[config.mk]
export PLATFORM = sky130hd
export DESIGN_NAME = oam_dma
export DESIGN_NICKNAME = d
export VERILOG_FILES = /design/src/rtl/nes_pkg.sv /design/src/rtl/oam_dma.sv
export SDC_FILE = /design/constraint.sdc
export NUM_CORES = 1
export LEC_CHECK = 0
export ABC_AREA = 1
export CORE_ASPECT_RATIO = 1.75
export CORE_UTILIZATION = 42
export CTS_CLUSTER_SIZE = 25
export DETAILED_ROUTE_END_ITERATION = 8
export PLACE_DENSITY_LB_ADDON = 0.2
export SYNTH_ARGS = -nofsm -noshare
export SYNTH_HDL_FRONTEND = slang
export SYNTH_SLANG_ARGS = --single-unit
[constraint.sdc]
create_clock -name cpu_clk -period 3.3 [get_ports cpu_clk]
set_clock_uncertainty 0.15 [all_clocks]
set_input_delay 0.33 -clock cpu_clk [delete_from_list [all_inputs] [get_ports cpu_clk]]
set_output_delay 0.33 -clock cpu_clk [all_outputs]
set_load 0.005 [all_outputs]
[src/rtl/nes_pkg.sv]
// Shared NES core definitions: OAM DMA state encoding and the CPU-bus
// register addresses it uses.
package nes_pkg;

  typedef enum logic [2:0] {
    IDLE  = 3'd0,
    HALT  = 3'd1,
    ALIGN = 3'd2,
    READ  = 3'd3,
    WRITE = 3'd4
  } dma_state_t;

  localparam logic [15:0] OAMDMA_ADDR  = 16'h4014;
  localparam logic [15:0] OAMDATA_ADDR = 16'h2004;

endpackage

[src/rtl/oam_dma.sv]
// OAM DMA initiator: a CPU write to $4014 stalls the CPU and copies page
// $XX00-$XXFF into sprite RAM through OAMDATA, one read/write pair per byte.
module oam_dma
  import nes_pkg::*;
#(
  parameter logic [15:0] OAMDMA_REG  = OAMDMA_ADDR,
  parameter logic [15:0] OAMDATA_REG = OAMDATA_ADDR
) (
  input  logic        cpu_clk,
  input  logic        reset,
  input  logic [15:0] bus_addr,
  input  logic        bus_wr,
  input  logic [7:0]  bus_din,
  input  logic [7:0]  mem_rdata,
  input  logic        odd_or_even,
  output logic        dma_hijack,
  output logic [15:0] dma_addr,
  output logic [7:0]  dma_dout,
  output logic        dma_wr,
  output logic        dma_busy,
  output logic        dma_done,
  output dma_state_t  dbg_state,
  output logic [7:0]  dbg_idx
);

  dma_state_t  state_q, state_d;
  logic [7:0]  page_q, page_d;
  logic [7:0]  idx_q, idx_d;
  logic [7:0]  data_q, data_d;
  logic        done_q, done_d;

  logic trigger;
  assign trigger = (bus_addr == OAMDMA_REG) && !bus_wr;

  // Trigger handshake: a CPU write to OAMDMA_REG is accepted only in IDLE;
  // dma_hijack then stays high from HALT until the final WRITE, and the CPU
  // resumes in the dma_done cycle, where a new trigger is accepted again.
  always_comb begin
    state_d = state_q;
    page_d  = page_q;
    idx_d   = idx_q;
    data_d  = data_q;
    done_d  = 1'b0;
    case (state_q)
      IDLE: begin
        if (trigger) begin
          page_d  = bus_din;
          idx_d   = 8'h00;
          state_d = HALT;
        end
      end
      HALT:  state_d = odd_or_even ? ALIGN : READ;
      ALIGN: state_d = READ;
      READ: begin
        data_d  = mem_rdata;
        state_d = WRITE;
      end
      WRITE: begin
        // idx wraps to 0 after the last byte; the source never leaves the page
        idx_d = idx_q + 8'd1;
        if (idx_q == 8'hFF) begin
          done_d  = 1'b1;
          state_d = IDLE;
        end else begin
          state_d = READ;
        end
      end
      default: state_d = IDLE;
    endcase
  end

  always_ff @(posedge cpu_clk) begin
    if (reset) begin
      state_q <= IDLE;
      page_q  <= 8'h00;
      idx_q   <= 8'h00;
      data_q  <= 8'h00;
      done_q  <= 1'b0;
    end else begin
      state_q <= state_d;
      page_q  <= page_d;
      idx_q   <= idx_d;
      data_q  <= data_d;
      done_q  <= done_d;
    end
  end

  always_comb begin
    dma_addr = 16'h0000;
    dma_wr   = 1'b1;
    dma_dout = 8'h00;
    case (state_q)
      READ: dma_addr = {page_q, idx_q};
      WRITE: begin
        dma_addr = OAMDATA_REG;
        dma_wr   = 1'b0;
        dma_dout = data_q;
      end
      default: ;
    endcase
  end

  assign dma_hijack = (state_q != IDLE);
  assign dma_busy   = dma_hijack;
  assign dma_done   = done_q;
  assign dbg_state  = state_q;
  assign dbg_idx    = idx_q;

endmodule

After elaboration in Yosys (flattened, before gate mapping)
Index checks and enable logic that the tools add are counted.
Widths: inputs -> output; s select.
Storage, ports and cells
  output and inout port bits: 39
  register bits: 28
Cells by class
  reduce and logical (&&, ||, !) cells: 8
  multiplexer cells: 10
  bitwise gates (word level): 1
  add/sub/neg operators: 1
  eq/ne operators: 7
Operators with widths (count)
  $pmux 16 s2: 1
  $eq 16x15->1 const B: 1
  $mux 8: 2
  $pmux 8 s2: 1
  $pmux 3 s5: 1
  $add 8x1->8 const B: 1
  $eq 8x8->1 const B: 1
  $eq 3x2->1 const B: 2
  $reduce_and 2->1: 2
  $eq 3x1->1 const B: 1
  $eq 3x3->1 const B: 1
  $logic_not 3->1: 1
  $mux 1: 3
  $mux 3: 1
  $reduce_bool 3->1: 1
  $mux 2: 1
  $ne 2x2->1 const B: 1
  $reduce_bool 2->1: 1
  $reduce_or 2->1: 1
  $logic_and 1x1->1: 1
  $logic_not 1->1: 1
  $not 1->1: 1

Depth between registers and ports, before layout
  word-level depth: 4
  depth in mapped cells: 9

Least setup slack after synthesis
No wires, ideal clock.
  path type: reg2out
  start: reg state_q[0] (netlist: dbg_state[0])
  end: out dma_dout[0]
  data arrival time: 1.167 ns
  setup slack: 1.653 ns
  path buffers: 2
  required time: 2.820 ns
  cell stages (with the launch flop): 7
  cell sequence: dfxtp_1 > or2_4 > nor2_4 > inv_2 > buf_6 > buf_6 > nor2_1
On the way
  cells in the longest elaborated chain, start to end: 2
Ends and longest elaborated chain
  from (decl): line oam_dma.sv:26  | dma_state_t state_q, state_d;
  from (signal assigned): line oam_dma.sv:80  | state_q <= state_d;
  $eq 3x3->1: line oam_dma.sv:92  | case (state_q)
  $mux 8: line oam_dma.sv:92
  to (decl): line oam_dma.sv:18  | output logic [7:0] dma_dout,
No other way between the ends.

Final worst setup path
  start: reg state_q[0] (netlist: dbg_state[0])
  end: out dma_dout[6]
The elaborated chain is that of the path after synthesis.

==> impl_metrics.prom <==
# TYPE chip_impl_metric gauge
chip_impl_info{name="crit_end_category",value="output port"} 1
chip_impl_metric{name="syn_avg_cell_area",unit="um2"} 6.56
chip_impl_info{name="worst_setup_path_start_kind",value="flop"} 1
chip_impl_metric{name="netlist_instances",unit=""} 216
chip_impl_metric{name="final_layout_size_suffix_gt1_share",unit="%"} 3.87
chip_impl_metric{name="post_cts_sizing",unit=""} 0
chip_impl_metric{name="final_core_utilization",unit="%"} 69.4
chip_impl_metric{name="max_cap_violations",unit=""} 0
chip_impl_metric{name="cts.repair_timing.setup_buffer_count",unit=""} 0
chip_impl_metric{name="synth_edf_count",unit=""} 0
chip_impl_metric{name="dpl.hpwl",unit="mm"} 2.59
chip_impl_metric{name="die-area",unit="um2"} 3620
chip_impl_metric{name="initial_core_util",unit="%"} 44.6
chip_impl_metric{name="slew_headroom",unit="%"} 61.2
chip_impl_metric{name="drt_iter0_drc",unit=""} 32
chip_impl_metric{name="timing.setup.tns",unit="ps"} 0
chip_impl_metric{name="detailroute.via_count",unit=""} 1534
chip_impl_metric{name="globalRoute.totalOverflow",unit=""} 0
chip_impl_metric{name="r2r_setup_slack",unit="ps"} 1630
chip_impl_info{name="run_status",value="completed"} 1
chip_impl_metric{name="worstPathArrival",unit="ps"} 1950
chip_impl_metric{name="power.total",unit="mW"} 0.664
chip_impl_metric{name="finalHoldViolCount",unit=""} 0
chip_impl_metric{name="number_of_buffers_inserted_during_clock_tree_synthesis",unit=""} 3
chip_impl_metric{name="crit_fanout",unit=""} 20
chip_impl_metric{name="postRouteWirelength",unit="mm"} 3.48
chip_impl_metric{name="drt_pass1_iterations",unit=""} 4
chip_impl_metric{name="cts_max_level",unit=""} 1
chip_impl_metric{name="synth_sequential_area_ratio",unit="%"} 39.6
chip_impl_metric{name="area_growth",unit="%"} 55.6
chip_impl_metric{name="final_critical_path_setup_slack",unit="ps"} 871
chip_impl_metric{name="portion_of_synthesized_cell_area_occupied_by_the_leading_cell_type",unit="%"} 39.6
chip_impl_info{name="netlist_top_cells_count",value="49 x sky130_fd_sc_hd__nor2_1, 39 x sky130_fd_sc_hd__nand2_1, 30 x sky130_fd_sc_hd__inv_1, 28 x sky130_fd_sc_hd__dfxtp_1, 16 x sky130_fd_sc_hd__a21oi_1"} 1
chip_impl_metric{name="ys_ff_latch",unit=""} 28
chip_impl_metric{name="p_per_area",unit="nW/um2"} 302
chip_impl_metric{name="final_std_cells_w_o_fill",unit=""} 327
chip_impl_metric{name="post_synth_instance_area",unit="um2"} 1420
chip_impl_metric{name="final_setup_vio_count",unit=""} 0
chip_impl_info{name="cts_tree",value="built"} 1
chip_impl_info{name="ctsRootBufferMaster",value="sky130_fd_sc_hd__clkbuf_8"} 1
chip_impl_info{name="ff_to_ff_end",value="data_q[0]"} 1
chip_impl_metric{name="cts.clk_slew.worst_paths",unit="ps"} 90
chip_impl_metric{name="postSynthNetCount",unit=""} 253
chip_impl_metric{name="antenna_found_initial",unit=""} 0
chip_impl_metric{name="global_route_wire_length_before_repair",unit="mm"} 5.46
chip_impl_metric{name="clock-sinks",unit=""} 28
chip_impl_info{name="unrepaired_setup_endpoints_after_global_routing",value="no"} 1
chip_impl_metric{name="avgViaCountPerCell",unit=""} 4.69
chip_impl_metric{name="max-vdd-ir-drop",unit="mV"} 0.247
chip_impl_metric{name="place_worst_setup_slack",unit="ps"} 1150
chip_impl_info{name="timing.rr.start",value="dbg_state[2]"} 1
chip_impl_metric{name="async_flop_share",unit="%"} 0
chip_impl_info{name="synth_area_leader_cell",value="sky130_fd_sc_hd__dfxtp_1"} 1
chip_impl_metric{name="yosysUniqueCellTypes",unit=""} 22
chip_impl_metric{name="maximum_number_of_pins_on_one_net_before_global_route_repair",unit=""} 24
chip_impl_metric{name="ctsHoldBuffers",unit=""} 0
chip_impl_metric{name="groute.usage.overall",unit="%"} 19.8
chip_impl_metric{name="rr_worst_depth",unit=""} 5
chip_impl_metric{name="fp-row-count",unit=""} 27
chip_impl_metric{name="die_height",unit="um"} 78.8
chip_impl_metric{name="leakagePower",unit="nW"} 0.842
chip_impl_metric{name="gp_routability_congestion",unit=""} 0.833
chip_impl_metric{name="worstPathRequired",unit="ps"} 2820
chip_impl_metric{name="drc",unit=""} 0
chip_impl_metric{name="final_min_period_over_clock_period",unit="%"} 73.6
chip_impl_info{name="cp-endpoint",value="dma_dout[6]"} 1
chip_impl_info{name="yosys.cell_count.top_type",value="sky130_fd_sc_hd__nor2_1"} 1
chip_impl_metric{name="insertion_delay",unit="ps"} 270
chip_impl_metric{name="yosys_warnings",unit=""} 0
chip_impl_metric{name="core_area",unit="um2"} 3180
chip_impl_metric{name="maxSlewViolCount",unit=""} 0
chip_impl_info{name="most_area_consuming_cells_after_synthesis",value="sky130_fd_sc_hd__dfxtp_1 40%, sky130_fd_sc_hd__nor2_1 13%, sky130_fd_sc_hd__nand2_1 10%"} 1
chip_impl_metric{name="n_antenna_cell",unit=""} 0
chip_impl_metric{name="postRouteAntennaNets",unit=""} 0
chip_impl_metric{name="floorplan.io_pins",unit=""} 75
chip_impl_metric{name="drt-wirelength-per-cell",unit="um"} 10.6
chip_impl_metric{name="final_nets",unit=""} 322
chip_impl_metric{name="fin_crit",unit="ps"} 2430
chip_impl_metric{name="port_buffers",unit=""} 74
chip_impl_metric{name="max-clock-path-buffers",unit=""} 2
chip_impl_info{name="critPathLaunch",value="dbg_state[0]"} 1
chip_impl_info{name="path_class",value="flop to output port"} 1
chip_impl_metric{name="maxClockFrequency",unit="MHz"} 412
chip_impl_metric{name="floorplan_die_width",unit="um"} 45.9
chip_impl_info{name="synth_top_flop_cell",value="sky130_fd_sc_hd__dfxtp_1"} 1
chip_impl_metric{name="worstMarginPinSlew",unit="ps"} 582
chip_impl_metric{name="numPlacedInstances",unit=""} 323
chip_impl_metric{name="vias_in_the_first_global_route",unit=""} 1359
chip_impl_info{name="holdCritPathClass",value="flop to flop"} 1
==> where the power goes <==
part	internal [mW]	switching [mW]
clock	0.107	0.106
combinational	0.0669	0.0382
sequential	0.343	0.00327
==> cell families (layout without fill, tap and decap cells) <==
kind of cell | after synthesis | count (layout) | share of synthesized area [%]
AO/OA/AOI/OAI | 32 | 32 | 11.5
adder cells (fa/ha/maj) | 1 | 1 | 0.883
buffers and inverters | 42 | 110 | 13.2
flip-flops | 28 | 28 | 39.6
AND/OR/NAND/NOR | 113 | 113 | 34.9
==> placed cells by master (no fill, tap or decap), drive strengths merged <==
cell / synthesis / final
nand3: 15 / 15
ha: 1 / 1
nor3b: 1 / 1
inv: 31 / 31
clkdlybuf4s50: 0 / 74
o21bai: 1 / 1
dfxtp: 28 / 28
nand2: 39 / 39
clkbuf: 5 / 4
o21ai: 15 / 15
buf: 6 / 1
or2: 2 / 2
nand4: 2 / 2
nor3: 2 / 2
a21oi: 16 / 16
nor2: 52 / 52
==> layout make-up <==
class                           count  area (um2)
Clock buffer                        4        55.1
Inverter                           31         116
Fill cell                         301         972
Multi-Input combinational cell    146         669
Timing Repair Buffer               75         748
Tap cell                           43        53.8
Sequential cell                    28         561
==> sequential cells by signal, summed over array words and instances (netlist names) <==
| name | cells |
|---|---|
| dma_done | 1 |
| dbg_state | 3 |
| page_q | 8 |
| data_q | 8 |
| dbg_idx | 8 |
==> critical path, stage by stage, from the launching register on <==
cell and delay (ps):
sky130_fd_sc_hd__dfxtp_1 340, sky130_fd_sc_hd__or2_4 280, sky130_fd_sc_hd__nor2_4 190, sky130_fd_sc_hd__inv_2 190, sky130_fd_sc_hd__nor2_1 150, sky130_fd_sc_hd__clkdlybuf4s50_1 520
==> per-layer routing <==
layer  up-vias  wire length, um  GRT usage, %
met1       675             1330          22.0
met4         0               31          5.59
met5         -                0             0
met3         4              272          2.95
li1        799                -             -
met2        56             1850          36.3
==> worst min-delay path by stage <==
stage / from / to / slack (ps) / cells after the start
2_1_floorplan: data_q[0] / data_q[0] / 280 / 2
3_3_place_gp: data_q[1] / data_q[1] / 290 / 2
3_5_place_dp: data_q[2] / data_q[2] / 300 / 2
4_1_cts: data_q[2] / data_q[2] / 320 / 2
5_1_grt: data_q[3] / data_q[3] / 340 / 2
6_report: data_q[2] / data_q[2] / 310 / 2
==> through the flow <==
| stage | hold slack [ps] | cell area, um2 |
|---|---|---|
| floorplan | 280 | 1420 |
| global placement | 291 | 2150 |
| detailed placement | 303 | 2150 |
| CTS | 316 | 2200 |
| global route | 342 | 2200 |
| finish | 310 | 2200 |
(Power assumes the default switching activity.)
==> variant 1, RTL diff (config.mk and constraints unchanged) <==
Make the reset (`reset`) asynchronous in one clocked block.
--- a/src/rtl/oam_dma.sv
+++ b/src/rtl/oam_dma.sv
@@ -69,7 +69,7 @@
     endcase
   end
 
-  always_ff @(posedge cpu_clk) begin
+  always_ff @(posedge cpu_clk or posedge reset) begin
     if (reset) begin
       state_q <= IDLE;
       page_q  <= 8'h00;
Formal check against the unedited RTL: differs if reset is asserted again (counterexample within 4 cycles, from zero or initial values and one cycle with reset high); with reset held inactive, the same outputs for 10 cycles.
==> variant 1 against the original RTL <==
  * Non-clock buffer count is the same
  * Register-to-register slack got worse by 50 ps
  * Largest cell class unchanged
  * Critical path type unchanged
  * Wire length down 0.63%
  * Setup slack improved by 13 ps
  * Synthesized area is 9.9% higher
  * Cell area grew 6.5%
  * Sequential cell count unchanged
Power is not compared: it rests on default switching activity, and its combinational part moved more than twofold at a synthesized area within 25%.
==> variant 1: results (changes against the original RTL) <==
grt:
  grt_pass1_vias: 1293  # was 1359
  grt_usage_pct: 18.9  # was 19.8%
  grt_pass1_wl_mm: 5.33  # was 5.46 mm
  antenna_found_initial: 0  # unchanged
  grt_max_degree: 29  # was 24
cells_and_area:
  antenna_cells: 0  # unchanged
  fillers: 300  # was 301
  drive_above_1_share_pct: 11.1  # was 3.87%
  fin_cells: 315  # was 327
  final_nets: 309  # was 322
synth:
  synth_cell_type_count: 23  # was 22
  ys.flop_type: "dfrtp_1"  # was dfxtp_1
  yosys_warnings: 0  # unchanged
  netlist_instances: 200  # was 216
  synth_common_cells: "nand2_1 (39), inv_1 (36), nor2_1 (31)"  # was nor2_1 (49), nand2_1 (39), inv_1 (30)
  yosysSeqAreaShare_pct: 45.0  # was 39.6%
  synthArstFlopShare_pct: 100  # was 0%
  synth_nets: 237  # was 253
  yosys-top-cells-area: "dfrtp_1 (45%), nand2_1 (9.4%), inv_1 (8.7%), nor2_1 (7.5%), o21ai_2 (4.5%)"  # was dfxtp_1 (40%), nor2_1 (13%), nand2_1 (10%), inv_1 (8.0%), a21oi_1 (5.7%)
clock_network:
  h-tree-depth: 1  # unchanged
  postCtsSetupBuffers: 0  # unchanged
  ctsResizeCount: 0  # unchanged
  clock_latency_ps: 270  # about the same
  cts_inserted_buffers: 3  # unchanged
  root_buffer: "clkbuf_8"  # unchanged
  cts_buffer_depth: 2  # unchanged
  cts.clk_slew.worst_paths_ps: 80
worst_hold_path:
  worstHoldPathType: "reg2reg"  # unchanged
  min-delay-start: "page_q[4]"  # was data_q[2]
critical_path:
  crit_path_start: "dbg_state[0]"  # unchanged
  crit_end: "dma_dout[6]"  # unchanged
  rrSetupSlack_ps: 1580  # was 1630 ps
  worst-r2r-cell-count: 6  # was 5
  reg2reg_to: "dbg_idx[3]"  # was data_q[0]
  worst-path-max-fanout: 24  # was 20
power:
  p_switching_uw: 548
  leakage_uw: 0.00107
  peakVddDrop_v: 0.000381
routing:
  wl_per_cell_um: 11.0  # was 10.6 um
  avgViaCountPerCell: 4.64  # was 4.69
  first_iter_violations: 36  # was 32
placed_design:
  place_inst: 312  # was 323
  routabilityCongestion: 0.734  # was 0.833
  dp_hpwl_mm: 2.68  # was 2.59 mm
  portBuffers: 74  # unchanged
  placedInstanceArea_um2: 2300  # was 2150 um^2
timing:
  worst_pin_slew_ps: 1050  # was 582 ps
status:
  status: "complete, no violations"  # unchanged
-- variant 1: changes by cell type after synthesis, moves of 4 or more --
cell | before | now
clkbuf_1 | 5 | 1
dfxtp_1 | 28 | 0
dfrtp_1 | 0 | 28
nand2_2 | 0 | 4
nor2_1 | 49 | 31
nand3_2 | 0 | 4
inv_1 | 30 | 36
nand3_1 | 15 | 8
a21oi_1 | 16 | 7
o21ai_2 | 0 | 8
-- variant 1: cell families (layout without fill, tap and decap cells) --
logic type / count (synthesis) / after routing / synth area share [%]
and+or+nand+nor: 96 / 96 / 30.1
DFF: 28 / 28 / 45.0
buffers and inverters: 46 / 116 / 12.8
adders and majority gates: 1 / 1 / 0.804
AOI/OAI and AO/OA: 29 / 29 / 11.3
-- variant 1: how the worst min path moves through the flow --
| stage | end | slack, ps | depth (start not counted) |
|---|---|---|---|
| after global placement | page_q[4] | 310 | 2 |
| final | page_q[4] | 340 | 2 |
| after global routing | page_q[6] | 370 | 2 |
| after detailed placement | page_q[4] | 320 | 2 |
| after CTS | page_q[4] | 340 | 2 |
| after floorplan | data_q[0] | 250 | 1 |
-- variant 1: layer usage --
| layer | share of wire (%) | GRT usage (%) | vias to the layer above |
|---|---|---|---|
| met1 | 39 | 19.1 | 658 |
| met3 | 4.4 | 2.83 | 7 |
| met2 | 54 | 35.5 | 50 |
| met4 | 2.2 | 7.78 | 0 |
| met5 | 0 | 0 | - |
| li1 | - | - | 747 |
-- variant 1: area by class of cell --
class                      instances  area share, %
clock buffer                       3           1.76
tap                               45           2.40
sequential                        28           29.9
timing repair buffer              75           31.9
inverter                          38           6.08
multi-input combinational        126           28.0
-- variant 1: critical path, cell delays in order (launching register included) --
cell	delay, ps
dfrtp_1	430
nor2_2	140
inv_2	80
nor2_4	170
inv_2	210
nor2_1	140
clkdlybuf4s50_1	500
-- variant 1: through the flow --
stage / power [uW] / hold slack [ps] / worst slack [ps]
3_3_place_gp: 1280 / 315 / 1230
3_5_place_dp: 1300 / 319 / 1180
6_report: 1460 / 337 / 884
2_1_floorplan: 927 / 245 / 1720
4_1_cts: 1480 / 341 / 879
5_1_grt: 1590 / 368 / 686
-- variant 1: power by group through the flow --
stage                     Sequential [uW]  Combinational (uW)  Clock, uW
after floorplan                       557                 371          0
after global placement                566                 715          0
after detailed placement              570                 727          0
after CTS                             564                 730        182
after global routing                  580                 818        195
final                                 563                 718        179
==> variant 2, RTL diff (same settings) <==
Without the edit above. Take the reset off `data_q` and load it in a clocked block of its own.
--- a/src/rtl/oam_dma.sv
+++ b/src/rtl/oam_dma.sv
@@ -74,15 +74,17 @@
       state_q <= IDLE;
       page_q  <= 8'h00;
       idx_q   <= 8'h00;
-      data_q  <= 8'h00;
       done_q  <= 1'b0;
     end else begin
       state_q <= state_d;
       page_q  <= page_d;
       idx_q   <= idx_d;
-      data_q  <= data_d;
       done_q  <= done_d;
     end
+  end
+
+  always_ff @(posedge cpu_clk) begin
+    data_q <= data_d;
   end
 
   always_comb begin
Check against the original RTL: same outputs for any inputs over 10 cycles, from zero or initial values and one cycle with reset high; that may be too few to reach the edited logic, so the function may still have changed.
==> variant 2 against the original RTL <==
  * Wire length up 3.9%
  * Sequential cell count unchanged
  * Sequential power up 5%
  * Setup slack worse by 390 ps
  * Cell area up 3.0%
  * Die area up 1.6%
  * Total power up 12%
  * Largest power group unchanged
  * Fmax down 14%
  * Clock power up 26%
  * Non-clock buffer count down 1
  * Synthesized area up 1.7%
==> variant 2: results (changes against the original RTL) <==
routing:
  dr.pass1.iters: 4  # unchanged
  wl_per_cell_um: 11.4  # was 10.6 um
  route.met2.wl_mm: 1.99  # was 1.85 mm
  avgViaCountPerCell: 4.75  # was 4.69
  first_iter_violations: 36  # was 32
  met3WireLength_um: 252  # was 272 um
  wl_met1_mm: 1.33  # about the same
critical_path:
  worst-path-max-fanout: 15  # was 20
  max_stage_delay_ps: 540  # was 520 ps
  worst-r2r-cell-count: 7  # was 5
  worstPathArrival_ps: 2340  # was 1950 ps
  crit_end: "dma_addr[6]"  # was dma_dout[6]
  reg2reg_to: "dbg_state[0]"  # was data_q[0]
synth:
  synth_compound_area_share_pct: 7.91  # was 11.5%
  yosys-top-cells-area: "dfxtp_1 (28%), edfxtp_1 (17%), nor2_1 (14%), inv_1 (8.3%), nand2_1 (8.3%)"  # was dfxtp_1 (40%), nor2_1 (13%), nand2_1 (10%), inv_1 (8.0%), a21oi_1 (5.7%)
  synth_nets: 240  # was 253
  synth_common_cells: "nor2_1 (53), inv_1 (32), nand2_1 (32)"  # was nor2_1 (49), nand2_1 (39), inv_1 (30)
  netlist_instances: 203  # was 216
  synth_edf_count: 8  # was 0
  synth_adder_area_share_pct: 0.869  # was 0.883%
power:
  peakVddDrop_v: 0.000292  # was 0.000247 V
  leakage_uw: 0.000844  # was 0.000842 uW
grt:
  grt_pass1_wl_mm: 5.97  # was 5.46 mm
  grt_max_degree: 24  # unchanged
  grt_usage_pct: 21.6  # was 19.8%
placed_design:
  placedInstanceArea_um2: 2200  # was 2150 um^2
  place_ws_ps: 835  # was 1150 ps
cells_and_area:
  fin_cells: 318  # was 327
  final_nets: 313  # was 322
timing:
  fin_crit_ps: 2820  # was 2430 ps
  worst_pin_slew_ps: 704  # was 582 ps
  fin_hold_ws_ps: 342  # was 310 ps
status:
  status: "complete, no violations"  # unchanged
worst_hold_path:
  holdPathStages: 2  # unchanged
  hold_end: "page_q[3]"  # was data_q[2]
variant 2: cell count changes after synthesis, sizes merged, moves of 3 or more:
| cell | delta |
|---|---|
| clkbuf | -4 |
| nor2 | +7 |
| inv | +3 |
| nand2 | -7 |
| edfxtp | +8 |
| dfxtp | -8 |
| nand3 | -4 |
| a21oi | -9 |
| nor3 | +3 |
variant 2: area by class of cell:
class / instances / area (um^2)
Inverter: 34 / 128
Fill cell: 286 / 941
Timing Repair Buffer: 74 / 741
Tap cell: 43 / 53.8
Multi-Input combinational cell: 135 / 634
Clock inverter: 1 / 30.0
Clock buffer: 3 / 41.3
Sequential cell: 28 / 641
variant 2: layer usage:
metal,global-route usage [%],vias to the layer above
met5,0,-
met4,7.94,0
met3,3.39,6
met2,42.5,68
met1,20.2,662
li1,-,776
variant 2: power breakdown:
part	switching, uW	leakage [uW]	internal [uW]
Combinational	43.9	0.000575	66.2
Clock	107	0.0000357	162
Sequential	4.85	0.000233	358
Total	155	0.000844	586
